**config.mk**
```make
export PLATFORM = sky130hd
export DESIGN_NAME = rs232_tx_dat_flat
export DESIGN_NICKNAME = d
export VERILOG_FILES = /design/src/rtl/rs232_pkg.sv /design/src/rtl/rs232_tx_dat_if.sv /design/src/rtl/rs232_baud_gen.sv /design/src/rtl/rs232_tx_dat.sv /design/src/flat_wrapper.sv
export SDC_FILE = /design/constraint.sdc
export NUM_CORES = 1
export LEC_CHECK = 0
export CORE_ASPECT_RATIO = 1.2
export CORE_MARGIN = 2
export CORE_UTILIZATION = 58
export CTS_BUF_LIST = sky130_fd_sc_hd__clkbuf_8 sky130_fd_sc_hd__clkbuf_16
export CTS_CLUSTER_SIZE = 28
export DETAILED_ROUTE_END_ITERATION = 8
export HOLD_SLACK_MARGIN = 0.1
export PLACE_DENSITY = 0.83
export SLEW_MARGIN = 5
export SYNTH_ARGS = -nofsm -noshare
export SYNTH_HDL_FRONTEND = slang
export SYNTH_SLANG_ARGS = --single-unit
```
**constraint.sdc**
```tcl
create_clock -name clk_ref -period 5 [get_ports clk_ref]
set_clock_uncertainty 0.15 [all_clocks]
set_input_delay 1.25 -clock clk_ref [delete_from_list [all_inputs] [get_ports clk_ref]]
set_output_delay 1.25 -clock clk_ref [all_outputs]
set_load 0.02 [all_outputs]
```
**src/rtl/rs232_pkg.sv**
```systemverilog
// Shared RS-232 definitions: FSM state encoding, data width and the baud
// divider calculation. Used by both the transmit and receive paths.
package rs232_pkg;

  localparam int DATA_BITS = 8;

  typedef enum logic [2:0] {
    TX_IDLE   = 3'd0,
    TX_START  = 3'd1,
    TX_DATA   = 3'd2,
    TX_PARITY = 3'd3,
    TX_STOP   = 3'd4
  } tx_state_t;

  // Clock cycles per bit; truncating division so the line runs slightly fast
  // rather than slow when CLK_FREQ is not an exact multiple of BAUD.
  function automatic int calc_baud_div(input int clk_freq, input int baud);
    return clk_freq / baud;
  endfunction

endpackage

```
**src/rtl/rs232_tx_dat_if.sv**
```systemverilog
// Byte handshake between user logic and the RS-232 transmitter.
//
// valid/ready: the byte on i_tx_dat is transferred on a rising clock edge
// where i_tx_valid and o_tx_ready are both high. The sender holds valid and
// data stable until that edge; valid seen while ready is low is not queued.
interface rs232_tx_dat_if;
  import rs232_pkg::*;

  logic                 i_tx_valid;
  logic [DATA_BITS-1:0] i_tx_dat;
  logic                 o_tx_ready;

  modport master (output i_tx_valid, output i_tx_dat, input o_tx_ready);
  modport slave  (input i_tx_valid, input i_tx_dat, output o_tx_ready);

endinterface

```
**src/rtl/rs232_baud_gen.sv**
```systemverilog
// Baud period counter: counts 0..DIV-1 and flags the last cycle of each bit.
// A synchronous clear holds it at 0 so a new frame starts on a bit boundary.
module rs232_baud_gen #(
  parameter int DIV = 434
) (
  input  logic clk_ref,
  input  logic rst_n,
  input  logic clear,
  output logic bit_end
);

  localparam int           W    = $clog2(DIV);
  localparam logic [W-1:0] LAST = W'(DIV - 1);

  logic [W-1:0] cnt;

  // Free-running modulo-DIV counter, restarted by clear.
  always_ff @(posedge clk_ref or negedge rst_n) begin
    if (!rst_n) begin
      cnt <= '0;
    end else if (clear || cnt == LAST) begin
      cnt <= '0;
    end else begin
      cnt <= cnt + 1'b1;
    end
  end

  assign bit_end = (cnt == LAST) && !clear;

endmodule

```
**src/rtl/rs232_tx_dat.sv**
```systemverilog
// RS-232 byte transmitter: start bit, 8 data bits LSB first, optional parity,
// STOP_BITS stop bits. Define RS232_TX_PARITY_EN to insert the parity bit
// (even parity, or odd when PARITY_ODD=1). tx_state exposes the FSM.
module rs232_tx_dat
  import rs232_pkg::*;
#(
  parameter int CLK_FREQ   = 50_000_000,
  parameter int BAUD       = 115200,
  parameter int STOP_BITS  = 1,
  parameter int PARITY_ODD = 0
) (
  input  logic                 clk_ref,
  input  logic                 rst_n,
  rs232_tx_dat_if.slave        tx,
  output logic                 o_tx_pin,
  output logic                 o_tx_busy,
  output logic                 o_tx_done,
  output tx_state_t            tx_state
);

  localparam int BAUD_DIV = calc_baud_div(CLK_FREQ, BAUD);
  localparam int IDX_W    = $clog2(DATA_BITS);
  localparam logic [IDX_W-1:0] LAST_BIT  = IDX_W'(DATA_BITS - 1);
  localparam logic             LAST_STOP = 1'(STOP_BITS - 1);

  // Elaboration-time guard: the body is empty, a bad setting simply has no
  // legal meaning for the counters below.
  if (PARITY_ODD < 0 || PARITY_ODD > 1 || STOP_BITS < 1 || STOP_BITS > 2 ||
      BAUD_DIV < 2) begin : g_illegal_cfg
  end

  logic [DATA_BITS-1:0] shift;
  logic [IDX_W-1:0]     bit_idx;
  logic                 stop_idx;
  logic                 bit_end;
  logic                 accept;
`ifdef RS232_TX_PARITY_EN
  logic                 parity_bit;
`endif

  assign accept = tx.i_tx_valid && tx.o_tx_ready;

  // Counter is held at zero while idle so the start bit gets a full period.
  rs232_baud_gen #(.DIV(BAUD_DIV)) u_baud (
    .clk_ref (clk_ref),
    .rst_n   (rst_n),
    .clear   (tx_state == TX_IDLE),
    .bit_end (bit_end)
  );

  // Frame sequencer; every output is a register updated alongside the state.
  always_ff @(posedge clk_ref or negedge rst_n) begin
    if (!rst_n) begin
      tx_state      <= TX_IDLE;
      shift         <= '0;
      bit_idx       <= '0;
      stop_idx      <= 1'b0;
      o_tx_pin      <= 1'b1;
      tx.o_tx_ready <= 1'b1;
      o_tx_busy     <= 1'b0;
      o_tx_done     <= 1'b0;
`ifdef RS232_TX_PARITY_EN
      parity_bit    <= 1'b0;
`endif
    end else begin
      o_tx_done <= 1'b0;
      case (tx_state)
        TX_IDLE: begin
          if (accept) begin
            shift         <= tx.i_tx_dat;
`ifdef RS232_TX_PARITY_EN
            parity_bit    <= (^tx.i_tx_dat) ^ 1'(PARITY_ODD);
`endif
            tx_state      <= TX_START;
            o_tx_pin      <= 1'b0;
            tx.o_tx_ready <= 1'b0;
            o_tx_busy     <= 1'b1;
          end
        end
        TX_START: begin
          if (bit_end) begin
            tx_state <= TX_DATA;
            o_tx_pin <= shift[0];
            bit_idx  <= '0;
          end
        end
        TX_DATA: begin
          if (bit_end) begin
            if (bit_idx == LAST_BIT) begin
`ifdef RS232_TX_PARITY_EN
              tx_state <= TX_PARITY;
              o_tx_pin <= parity_bit;
`else
              tx_state <= TX_STOP;
              o_tx_pin <= 1'b1;
`endif
              stop_idx <= 1'b0;
            end else begin
              // Present the next bit while shifting, so pin tracks shift[0].
              shift    <= shift >> 1;
              o_tx_pin <= shift[1];
              bit_idx  <= bit_idx + 1'b1;
            end
          end
        end
`ifdef RS232_TX_PARITY_EN
        TX_PARITY: begin
          if (bit_end) begin
            tx_state <= TX_STOP;
            o_tx_pin <= 1'b1;
          end
        end
`endif
        TX_STOP: begin
          if (bit_end) begin
            if (stop_idx == LAST_STOP) begin
              tx_state      <= TX_IDLE;
              tx.o_tx_ready <= 1'b1;
              o_tx_busy     <= 1'b0;
              o_tx_done     <= 1'b1;
            end else begin
              stop_idx <= 1'b1;
            end
          end
        end
        default: begin
          tx_state      <= TX_IDLE;
          o_tx_pin      <= 1'b1;
          tx.o_tx_ready <= 1'b1;
          o_tx_busy     <= 1'b0;
        end
      endcase
    end
  end

endmodule

```
**src/flat_wrapper.sv**
```systemverilog
// flat-port wrapper written by rule: the top's interface ports become plain ports
module rs232_tx_dat_flat import rs232_pkg::*;
#(
  parameter int CLK_FREQ   = 50_000_000,
  parameter int BAUD       = 115200,
  parameter int STOP_BITS  = 1,
  parameter int PARITY_ODD = 0
)
  (clk_ref, rst_n, o_tx_pin, o_tx_busy, o_tx_done, tx_state, tx_i_tx_valid, tx_i_tx_dat, tx_o_tx_ready);
  rs232_tx_dat_if tx_i ();
  input  logic clk_ref;
  input  logic rst_n;
  output logic o_tx_pin;
  output logic o_tx_busy;
  output logic o_tx_done;
  output tx_state_t tx_state;
  input wire logic [$bits(tx_i.i_tx_valid)-1:0] tx_i_tx_valid;
  input wire logic [$bits(tx_i.i_tx_dat)-1:0] tx_i_tx_dat;
  output wire logic [$bits(tx_i.o_tx_ready)-1:0] tx_o_tx_ready;
  assign tx_i.i_tx_valid = tx_i_tx_valid;
  assign tx_i.i_tx_dat = tx_i_tx_dat;
  assign tx_o_tx_ready = tx_i.o_tx_ready;
  rs232_tx_dat #(.CLK_FREQ(CLK_FREQ), .BAUD(BAUD), .STOP_BITS(STOP_BITS), .PARITY_ODD(PARITY_ODD)) u_core (.clk_ref(clk_ref), .rst_n(rst_n), .tx(tx_i), .o_tx_pin(o_tx_pin), .o_tx_busy(o_tx_busy), .o_tx_done(o_tx_done), .tx_state(tx_state));
endmodule
```
==> flow_summary.ini <==
[synth]
yosys_warnings = 0
async_reset_ff_frac = 1.00
syn-num-nets = 149
synth_area_um2 = 1430
synth-edff-count = 0
synth_area_per_cell_um2 = 10.6
ys_types = 38
ys_ff_latch = 27
synth_ff_type = dfrtp_1
ys_seq_area_frac = 0.475
netlist_instances = 134

[drt]
dr.pass1.iters = 4
wirelength_um = 2670
ant_nets = 0
first_iter_violations = 25
viasPerCell = 6.09
vias = 1096
post_drt_wl_per_cell_um = 14.8
remaining_drc_errors = 0

[worst_setup_path]
r2r-end = u_core.shift[1]
required_ps = 3600
critPathArrivalTime_ps = 1690
cp_num_buf_inv = 1
crit_fanout = 19
rrSetupSlack_ps = 2760
path_depth = 1
r2r.worst_path.cells = 3
start_kind = flop
cp_slowest_cell = dfrtp_1
crit_path_max_incr_delay_ps = 710
worstPathCellList = clkdlybuf4s50_1
worstSetupPathType = reg -> out
reg2reg_from = u_core.tx_state[1]
critPathTopFamily = flip-flops
cp-end-kind = output port

[floorplan]
ios = 18
core_area_um2 = 2310
fp-row-count = 19
die_w_um = 49.3
die_area_um2 = 2870
chipHeight_um = 58.3
start_util = 0.619

[job]
cap_violations = 0

[final_layout]
diodes = 0
drive_gt1_frac = 0.188
syn_to_final_growth_pct = 16.7
num-nets-final = 165
nFillCells = 180
final_area_um2 = 1660

[grt]
grt.total_usage = 0.221
first_global_vias = 1095
grt_pass1_wl_um = 4830
grt_max_degree = 23
antenna_found_initial = 0
overflow = 0

[place]
dpl_cell_area_um2 = 1620
numPortBuffers = 17
gp_congestion = 0.834
dp_hpwl_um = 1930

[cts]
clock-sinks = 27
cts_made_buffers = 3
post_cts_resized = 0
clock-root-buffer = clkbuf_8
cts.hold.buffers_added = 0
cts-htree-levels = 1
clk_latency_ps = 280
clkTransAtPathRegs_ps = 90
cts_setup_buffers = 0
cts_tree = done
clk_path_buf_depth = 2

[pwr]
power.density_nw_per_um2 = 272
ir_drop_v = 0.000230
p_leak_nw = 0.695

[timing]
worst_pin_slew_ps = 963
setup_viol = 0
clock.fmax_ghz = 0.323
maxSlewViolCount = 0
rsz0062_at_grt = false
post-route-min-period_ps = 3090
min_period_over_period = 0.618
finalHoldViolCount = 0
slew_headroom = 0.356
fin_tns_setup_ps = 0

[hold_path]
worstHoldPathCells = 1
worstHoldStart = u_core.shift[6]
hp-class = reg -> reg
min_to = u_core.shift[6]

[status]
status = finished, final reports clean
-- metrics by stage --
stage	setup WS (ps)	util	std cells	hold slack [ps]	power (mW)
finish	1910	0.722	180	363	0.452
CTS	1920	0.722	180	368	0.456
floorplan	2570	-	134	320	0.300
global route	1830	0.722	180	392	0.475
global placement	1970	0.700	176	337	0.323
detailed placement	1940	0.700	176	347	0.329
-- layout by cell type, fill, tap and decap left out, types with 2 or more instances in the layout --
cell / n
ha_1: 4
dfrtp_1: 25
nand3b_1: 2
inv_1: 6
o21ai_0: 2
xor2_1: 3
nor3_1: 4
or3_1: 2
clkdlybuf4s50_1: 17
dfstp_2: 2
a21oi_1: 8
clkbuf_8: 3
nor2_1: 17
mux2_2: 14
and3_1: 2
nand3_1: 4
xnor2_1: 5
a22o_1: 2
nand4_1: 3
nand2_1: 4
o31ai_1: 2
-- cell usage after synthesis (all sizes together) (4+ instances only) --
cell type,n,share of area
nand2,4,0.011
xnor2,5,0.031
dfrtp,25,0.44
nor3,4,0.014
a21oi,8,0.028
nor2,17,0.045
nand4,4,0.028
ha,4,0.035
nand3,4,0.014
inv,6,0.016
clkbuf,5,0.013
mux2,14,0.11
-- cell type report --
| class | instances | area (um^2) | share of cell area |
|---|---|---|---|
| clock inverters | 1 | 7.51 | 0.00451 |
| repair buffers | 18 | 178 | 0.107 |
| clock buffers | 3 | 41.3 | 0.0248 |
| inverters | 6 | 22.5 | 0.0135 |
| multi-input cells | 94 | 698 | 0.420 |
| well taps | 31 | 38.8 | 0.0233 |
| flip-flops and latches | 27 | 678 | 0.408 |
-- power by group --
part	switching (mW)	internal [mW]	total, mW
Clock	0.0711	0.0567	0.128
Sequential	0.0200	0.238	0.258
Combinational	0.0319	0.0342	0.0661
Total	0.123	0.329	0.452
-- registers in the layout (all words and copies together), names as in the netlist --
name                  cells
u_core.o_tx_busy          1
u_core.tx_state           3
u_core.tx.o_tx_ready      1
u_core.o_tx_done          1
u_core.o_tx_pin           1
u_core.shift              8
u_core.bit_idx            3
u_core.u_baud.cnt         9
-- how the worst max path moves through the flow --
| stage | slack [ps] | end | start |
|---|---|---|---|
| finish | 1910 | tx_state[1] | u_core.tx_state[1] |
| global route | 1830 | tx_state[1] | u_core.tx_state[1] |
| global placement | 1970 | u_core.shift[0] | tx_i_tx_valid |
| CTS | 1920 | tx_state[0] | u_core.tx_state[0] |
| detailed placement | 1940 | u_core.shift[5] | tx_i_tx_valid |
| floorplan | 2570 | u_core.shift[0] | tx_i_tx_valid |
-- per-layer routing --
metal	global-route usage	part of all wire	vias up
li1	-	-	511
met1	0.261	0.43	548
met2	0.378	0.50	30
met3	0.0482	0.042	7
met4	0.118	0.023	0
met5	0	0	-
-- kinds of logic (layout without fill, tap and decap cells) --
kind of cell | Yosys count | after routing | share of synthesized area
and+or+nand+nor | 46 | 46 | 0.181
DFF | 27 | 27 | 0.475
AOI/OAI and AO/OA | 22 | 22 | 0.114
muxes | 14 | 14 | 0.111
buffers and inverters | 13 | 28 | 0.0351
xor gates and xnor gates | 8 | 8 | 0.0491
adders and majority gates | 4 | 4 | 0.0351
Power figures use the tool's default switching activity.
